<file path="config.mk">
export PLATFORM = sky130hd
export DESIGN_NAME = ifetch_q
export DESIGN_NICKNAME = d
export VERILOG_FILES = /design/src/rtl/ifetch_q.sv
export SDC_FILE = /design/constraint.sdc
export NUM_CORES = 1
export LEC_CHECK = 0
export CORE_MARGIN = 1
export CORE_UTILIZATION = 45
export CTS_BUF_LIST = sky130_fd_sc_hd__clkbuf_16
export CTS_CLUSTER_DIAMETER = 60
export DETAILED_ROUTE_END_ITERATION = 6
export HOLD_SLACK_MARGIN = 0.08
export PLACE_DENSITY = 0.78
export SYNTH_ARGS = -nofsm -noshare
export SYNTH_HDL_FRONTEND = slang
export SYNTH_SLANG_ARGS = --single-unit
export TNS_END_PERCENT = 50
</file>
<file path="constraint.sdc">
create_clock -name clk -period 3.65 [get_ports clk]
set_clock_uncertainty 0.15 [all_clocks]
set_input_delay 0.365 -clock clk [delete_from_list [all_inputs] [get_ports clk]]
set_output_delay 0.365 -clock clk [all_outputs]
set_load 0.02 [all_outputs]
</file>
<file path="src/rtl/ifetch_q.sv">
// ifetch_q
// Instruction fetch stage with a small prefetch queue, sitting directly in
// front of the decoder. It owns the fetch PC, issues reads to instruction
// memory (fixed 1-cycle read latency), buffers returned words together with
// their PCs, and presents the head entry to the decoder with a valid/ready
// handshake. A PC write from exec (redirect) flushes the queue; a HALT
// accepted at the head stops fetching and drains the last outstanding read.
//
// Parameters
//   IW     instruction width
//   AW     instruction address / PC width
//   DEPTH  prefetch queue entries (power of two, >= 2)
//
// Ports
//   clk          in   clock, all state on rising edge
//   rst          in   synchronous reset, active-high
//   imem_req     out  read request
//   imem_addr    out  read address (fetch PC)
//   imem_gnt     in   memory accepts the request this cycle
//   imem_rvalid  in   read data valid, one cycle after an accepted request
//   imem_rdata   in   read data
//   ins          out  head instruction (NOP when queue empty)
//   ins_pc       out  PC of head instruction (0 when queue empty)
//   ins_valid    out  head entry valid
//   ins_ready    in   decoder consumes the head this cycle
//   redirect     in   PC write from exec
//   redirect_pc  in   new PC for redirect
//   halt         in   decoder HALT, sampled only on a head pop
//   halted       out  fetch stopped and pipeline drained

module ifetch_q #(
  parameter int IW    = 16,
  parameter int AW    = 8,
  parameter int DEPTH = 4
) (
  input  logic          clk,
  input  logic          rst,
  output logic          imem_req,
  output logic [AW-1:0] imem_addr,
  input  logic          imem_gnt,
  input  logic          imem_rvalid,
  input  logic [IW-1:0] imem_rdata,
  output logic [IW-1:0] ins,
  output logic [AW-1:0] ins_pc,
  output logic          ins_valid,
  input  logic          ins_ready,
  input  logic          redirect,
  input  logic [AW-1:0] redirect_pc,
  input  logic          halt,
  output logic          halted
);

  localparam int PW = $clog2(DEPTH);
  localparam int CW = PW + 1;

  typedef enum logic [1:0] {
    RUN    = 2'd0,
    DRAIN  = 2'd1,
    HALTED = 2'd2
  } state_t;

  state_t        state;
  state_t        state_nxt;

  logic [AW-1:0] fpc;
  logic [AW-1:0] issue_pc;
  logic [CW-1:0] count;
  logic [PW-1:0] rdptr;
  logic [PW-1:0] wrptr;
  logic          pend;
  logic          drop;

  logic [IW-1:0] q_ins [DEPTH];
  logic [AW-1:0] q_pc  [DEPTH];

  logic          run;
  logic          pop;
  logic          halt_take;
  logic          redir;
  logic          flush;
  logic          credit;
  logic          accept;
  logic          push;
  logic [CW:0]   inflight;

  // Handshake decode. A halt accepted at the head takes priority over a
  // concurrent redirect, and any flush overrides the pop and the return.
  // Credit counts the outstanding read so a returning word always has a slot.
  always_comb begin
    run       = (state == RUN);
    pop       = run && (count != '0) && ins_ready;
    halt_take = pop && halt;
    redir     = run && redirect && !halt_take;
    flush     = redir || halt_take;
    inflight  = {1'b0, count} + {{CW{1'b0}}, pend};
    credit    = (inflight < (CW+1)'(DEPTH));
    imem_req  = run && !rst && credit && !redirect && !halt_take;
    imem_addr = fpc;
    accept    = imem_req && imem_gnt;
    push      = imem_rvalid && !drop && run && !flush;
  end

  // Next-state logic: RUN -> DRAIN on an accepted halt, DRAIN -> HALTED once
  // the last read has come back, HALTED is left only through reset.
  always_comb begin
    state_nxt = state;
    case (state)
      RUN:     if (halt_take) state_nxt = DRAIN;
      DRAIN:   if (!pend)     state_nxt = HALTED;
      HALTED:  state_nxt = HALTED;
      default: state_nxt = RUN;
    endcase
  end

  // Head presentation; an empty queue (or a stopped fetch) shows a NOP at PC 0.
  always_comb begin
    ins_valid = run && (count != '0);
    ins       = '0;
    ins_pc    = '0;
    if (ins_valid) begin
      ins    = q_ins[rdptr];
      ins_pc = q_pc[rdptr];
    end
    halted = (state == HALTED);
  end

  // State register.
  always_ff @(posedge clk) begin
    if (rst) state <= RUN;
    else     state <= state_nxt;
  end

  // Fetch PC and outstanding-read tracking. issue_pc remembers which PC the
  // in-flight read belongs to so the returning word can be tagged with it.
  // drop covers a read still in flight past a flush; with a strict 1-cycle
  // memory the return always coincides with the flush and is gated there.
  always_ff @(posedge clk) begin
    if (rst) begin
      fpc      <= '0;
      issue_pc <= '0;
      pend     <= 1'b0;
      drop     <= 1'b0;
    end else begin
      if (redir)       fpc <= redirect_pc;
      else if (accept) fpc <= fpc + AW'(1);

      if (accept) issue_pc <= fpc;

      if (accept)           pend <= 1'b1;
      else if (imem_rvalid) pend <= 1'b0;

      if (flush && pend && !imem_rvalid) drop <= 1'b1;
      else if (imem_rvalid)              drop <= 1'b0;
    end
  end

  // Queue occupancy and pointers; a flush clears everything on the same edge.
  always_ff @(posedge clk) begin
    if (rst || flush) begin
      count <= '0;
      rdptr <= '0;
      wrptr <= '0;
    end else begin
      if (push) wrptr <= wrptr + PW'(1);
      if (pop)  rdptr <= rdptr + PW'(1);
      if (push && !pop)      count <= count + CW'(1);
      else if (pop && !push) count <= count - CW'(1);
    end
  end

  // Queue storage; contents are only meaningful below count, so no reset.
  always_ff @(posedge clk) begin
    if (push) begin
      q_ins[wrptr] <= imem_rdata;
      q_pc[wrptr]  <= issue_pc;
    end
  end

  // The credit scheme must never let a word land in a full queue.
  a_no_overflow: assert property (@(posedge clk) disable iff (rst)
    push |-> ((count < CW'(DEPTH)) || pop));

endmodule

</file>
Yosys cells after proc, flatten, opt, wreduce, memory -nomap -nowiden. Memory sizes are Yosys's and may differ from the RTL's. A register that Yosys moved wholly into a read port is not among the register bits. Cells that the tools add are included.

Register bits: 27. Latch bits: 0. Memory bits (writable): 96. Bits in read-only memories: 0. Input bits: 31. Output and inout port bits: 35. Logic and storage cells: 73. Memories kept: 2.

Memories: q_ins (words 4, bits a word 16, rd ports 1, clocked after memory_dff 1, wr ports 1, line 73) `logic [IW-1:0] q_ins [DEPTH];`; q_pc (words 4, bits a word 8, rd ports 1, clocked after memory_dff 1, wr ports 1, line 74) `logic [AW-1:0] q_pc [DEPTH];`.

Add/subtract/negate cells: 6. Multipliers: 0. Div/mod/pow operators: 0. Order comparisons: 1. Equal/unequal tests: 4. Shift operators: 0. Mux-type cells: 18. Bitwise gates (word level): 0. Reductions and logical operators: 34.

Operator list (count): $mux 8 (3); $logic_and 1x1->1 (17); $mux 16 (1); $mux 2 (6); $add 8x1->8 const B (1); $logic_not 1->1 (8); $reduce_bool 2->1 (4); $mux 3 (2); $pmux 2 s3 (1); $mux 1 (5); $add 2x1->2 const B (2); $add 3x1->4 (1); $lt 4x3->1 const B (1); $add 3x1->3 const B (1); $reduce_bool 3->1 (1); $sub 3x1->3 const B (1); $eq 2x1->1 const B (1); $eq 2x2->1 const B (1); $logic_not 2->1 (1); $logic_or 1x1->1 (2); $ne 2x1->1 const B (1); $ne 2x2->1 const B (1); $reduce_and 2->1 (1).

Longest topological paths before layout. Gate-level depths: netlist of run 1.

Depth after elaboration: 13. Depth in mapped cells: 12. Depth with buffers taken out: 11.

Least setup slack after synthesis of run 1. Ideal clock, no wire load.

Kind: register -> register. Start point: register state[0]. End point: register count[2]. Library setup time: 120 ps. Arrival time: 2455 ps. Required time: 3380 ps. Path slack: 925 ps. Stages on the path, launching flop included: 13. Path buffers: 1. Period minus slack after synthesis: 2725 ps. Cell sequence: dfxtp_1 -> inv_1 -> ha_1 -> clkbuf_1 -> o31a_1 -> a311oi_1 -> ha_1 -> inv_1 -> fa_1 -> xor2_1 -> nor2_1 -> xnor2_1 -> nor2_1.

Cells in the longest elaborated chain, start to end: 12. Elaborated cells on any way between the ends: 18. Classes of those cells: mux (1); reduce/logical (17).

Ends and longest elaborated chain: start: declaration (line 62) `state_t state;`; start signal: assignment (line 130) `else state <= state_nxt;`; $logic_not 2->1 * (line 90) `run = (state == RUN);`; $logic_and 1x1->1 (2 in a row) (line 91) `pop = run && (count != '0) && ins_ready;`; $logic_and 1x1->1 (line 92) `halt_take = pop && halt;`; $logic_not 1->1 (line 93) `redir = run && redirect && !halt_take;`; $logic_and 1x1->1 (line 93); $logic_or 1x1->1 (line 94) `flush = redir || halt_take;`; $logic_not 1->1 (line 100) `push = imem_rvalid && !drop && run && !flush;`; $logic_and 1x1->1 * (line 100); via push (line 83) `logic push;`; $logic_not 1->1 (line 167) `else if (pop && !push) count <= count - CW'(1);`; $logic_and 1x1->1 (line 167); $reduce_bool 2->1 (no source line); end signal: assignment (line 166) `if (push && !pop) count <= count + CW'(1);`; end signal: assignment (line 167); end: declaration (line 67) `logic [CW-1:0] count;`.

The timed path passes the listed nets; every way through them passes the cells marked *. A chain may end at the register's enable or synchronous reset.

==> impl_metrics.tcl, run 1 <==
set metrics [dict create \
    die_h_um 108 \
    num_rows 38 \
    grt.met3_usage_pct 5.24 \
    grt_antenna_before_repair 0 \
    rrSetupSlack_ns 0.62 \
    hold_path_end "pend$_SDFFE_PP0P_" \
    critPathMaxStageDelay_ns 0.68 \
    vias 2885 \
    diodes 0 \
    hold_violations 0 \
    worstPathCellList "buf_4 > mux4_2 > and2_1 > clkdlybuf4s50_1" \
    nets 428 \
    p_per_area_nw_per_um2 711 \
    cts_max_level 4 \
    irDropWorstVdd_mv 0.372 \
    ios 66 \
    syn_to_final_growth_pct 28.0 \
    endpoint_kind "primary output" \
    grt_max_degree 28 \
    start_kind "flop" \
    drtIter0Drc 127 \
    yosysSeqAreaShare_pct 68.1 \
    ant_nets 0 \
    grt.overflow.total 0 \
    coreArea_um2 10900 \
    clkLatencyLatePin_ns 0.40 \
    arrival_ns 2.61 \
    place.gp.congestion 0.814 \
    reg2reg_depth 11 \
    cts_tree "done" \
    slew_viol_final 0 \
    hp-start "pend$_SDFFE_PP0P_" \
    hold_buffers 0 \
    crit_fanout 16 \
    leakage_nw 2.25 \
    die-area_um2 11700 \
    hpwl_mm 5.65 \
    firstDrtPassIters 4 \
    netlist_area_um2 5080 \
    clockBufferDepth 2 \
    r2r-end "count[2]$_SDFFE_PP0P_" \
    maxSlewHeadroom_pct 60.5 \
    viasPerCell 5.35 \
    ys_ff_latch 125 \
    cts_made_buffers 17 \
    fin_total_pwr_mw 4.63 \
    root_buffer "clkbuf_16" \
    clock-sinks 125 \
    post_cts.repair.setup_buffers 0 \
    port-buffer-count 65 \
    tns_ns 0 \
    grt_pass1_vias 3022 \
    start_util_pct 46.5 \
    wl_per_cell_um 17.5 \
    cp_slowest_cell "dfxtp_2" \
    gr-max-usage-layer "met2" \
    status "complete, no violations" \
    synth_cell_types 43 \
    routed_wl_mm 9.44 \
    drc 0 \
    grt_pass1_wl_mm 15.2 \
    final_layout_size_suffix_gt1_share_pct 17.3 \
    rr_startpoint "state[0]$_SDFFE_PP0P_" \
    setup_viol 0 \
    hold_class "reg2reg" \
    worst_pin_slew_ns 0.589 \
    synth_warnings 0 \
    use_met1_pct 22.1 \
    period_needed_ns 3.13 \
    clock.fmax_mhz 320 \
    syn_nets 349 \
    die_w_um 108 \
    critical_path_class "reg2out" \
    drv_cap 0 \
    grt.met2_usage_pct 30.3 \
    hold_depth 2 \
    critPathRequiredTime_ns 3.13 \
    cts_resized 0 \
    netlist_instances 307 \
    grt_use_total_pct 18.0 \
    synth.avg_cell_area_um2 16.6 \
    rsz0062_at_grt "no" \
    period_share_pct 85.7 \
    path_clk_slew_ns 0.05 \
]
-- worst max-delay path by stage --
stage,start,end,slack [ns],cells after the start
floorplan,state[0]$_SDFFE_PP0P_,count[2]$_SDFFE_PP0P_,0.92,12
global placement,imem_rvalid,count[2]$_SDFFE_PP0P_,0.72,10
detailed placement,imem_rvalid,count[2]$_SDFFE_PP0P_,0.62,10
CTS,flop,ins[13],0.41,4
global route,flop,ins[12],0.34,4
finish,flop,ins_pc[7],0.52,4
-- Yosys cell counts --
master | instances | area share (%)
edfxtp_1 | 96 | 57
and2_1 | 29 | 3.6
dfxtp_1 | 29 | 11
nor2_1 | 26 | 1.9
mux4_2 | 24 | 11
mux2i_1 | 12 | 2.4
ha_1 | 10 | 2.5
clkbuf_1 | 9 | 0.66
inv_1 | 7 | 0.52
nand2_1 | 7 | 0.52
a311oi_1 | 5 | 0.86
xor2_1 | 5 | 0.86
nand3_1 | 4 | 0.39
nor3_1 | 4 | 0.39
buf_2 | 3 | 0.30
o31ai_1 | 3 | 0.44
or4_1 | 3 | 0.44
a21o_1 | 2 | 0.30
a21oi_1 | 2 | 0.20
a31oi_1 | 2 | 0.25
o32ai_1 | 2 | 0.34
xnor2_1 | 2 | 0.34
a211oi_1 | 1 | 0.15
a22oi_1 | 1 | 0.15
a41o_1 | 1 | 0.20
and3_1 | 1 | 0.12
and4_1 | 1 | 0.17
buf_1 | 1 | 0.074
buf_6 | 1 | 0.22
clkbuf_2 | 1 | 0.098
fa_1 | 1 | 0.39
nand3b_1 | 1 | 0.15
nand4_1 | 1 | 0.12
nand4_2 | 1 | 0.25
nor4b_4 | 1 | 0.47
o21ai_0 | 1 | 0.098
o21bai_1 | 1 | 0.15
o311ai_4 | 1 | 0.52
o31a_1 | 1 | 0.17
o41ai_1 | 1 | 0.17
or2b_1 | 1 | 0.15
or3_1 | 1 | 0.12
or4b_1 | 1 | 0.20
-- worst max-delay path, delay by kind of cell, from the launching register on --
family / cells / cell delay, ns
buffers and inverters: 2 / 0.83
DFF: 1 / 0.68
muxes: 1 / 0.51
and+or+nand+nor: 1 / 0.19
-- state kept, by name (all words and copies together) (netlist names), named ones only --
signal,cells
q_pc,32
state,2
count,3
wrptr,2
imem_addr,8
drop,1
pend,1
issue_pc,8
q_ins,64
rdptr,2
-- per-layer routing --
| metal | up-vias | share of wire, % |
|---|---|---|
| met5 | - | 0 |
| met4 | 0 | 1.2 |
| met3 | 11 | 4.8 |
| met2 | 90 | 49 |
| met1 | 1437 | 45 |
| li1 | 1347 | - |
-- power breakdown --
| group | leakage (nW) | switching [mW] | internal [mW] | total (mW) |
|---|---|---|---|---|
| registers | 1.12 | 0.121 | 1.67 | 1.79 |
| clock network | 0.280 | 0.615 | 1.02 | 1.63 |
| logic | 0.853 | 0.624 | 0.590 | 1.21 |
| total | 2.25 | 1.36 | 3.27 | 4.63 |
-- cells in the final DEF (no fill, tap or decap), types with 2 or more instances in the layout --
master	instances
a21oi_1	2
edfxtp_1	96
nand3_1	4
o31ai_1	3
clkinv_4	4
clkinvlp_4	4
and2_1	29
nor3_1	4
nor2_1	26
a31oi_1	2
mux2i_1	12
o32ai_1	2
mux4_2	24
xnor2_1	2
dfxtp_1	28
clkdlybuf4s50_1	65
inv_1	8
xor2_1	5
bufinv_16	2
ha_1	10
a311oi_1	5
buf_4	10
clkbuf_16	17
nand2_1	7
or4_1	3
inv_6	3
a21o_1	2
-- area by class of cell --
type	instances	area (um^2)
repair buffers	75	726
fillers	845	4430
multi-input cells	160	1530
clock inverters	15	166
inverters	7	26.3
clock buffers	17	425
flip-flops and latches	125	3460
well taps	140	175
-- cell families (layout without fill, tap and decap cells) --
kind of cell / after synthesis / after routing / synth area share (%)
mux: 36 / 36 / 13.0
simple gates: 82 / 82 / 8.98
fa+ha+maj: 11 / 11 / 2.85
buf+inv: 22 / 114 / 1.87
xor+xnor: 7 / 7 / 1.21
flops: 125 / 125 / 68.1
compound gates: 24 / 24 / 3.99
-- stage by stage --
stage          std cells  util (%)  hold WS, ns  setup slack [ns]  cell area [um^2]
2_1_floorplan        307         -        0.294             0.925              5080
3_3_place_gp         507      54.1        0.325             0.725              5920
3_5_place_dp         507      54.1        0.330             0.619              5920
4_1_cts              539      59.5        0.337             0.414              6510
5_1_grt              539      59.5        0.375             0.337              6510
6_report             539      59.5        0.350             0.521              6510
No activity file was read; power rests on OpenSTA's default activity.
==> inputs of run 2 (changes only) <==
Settings changed: CAP_MARGIN set to 20.
==> results of run 2 <==
Same layout as run 1: the final DEF is identical, and so are final timing and power.
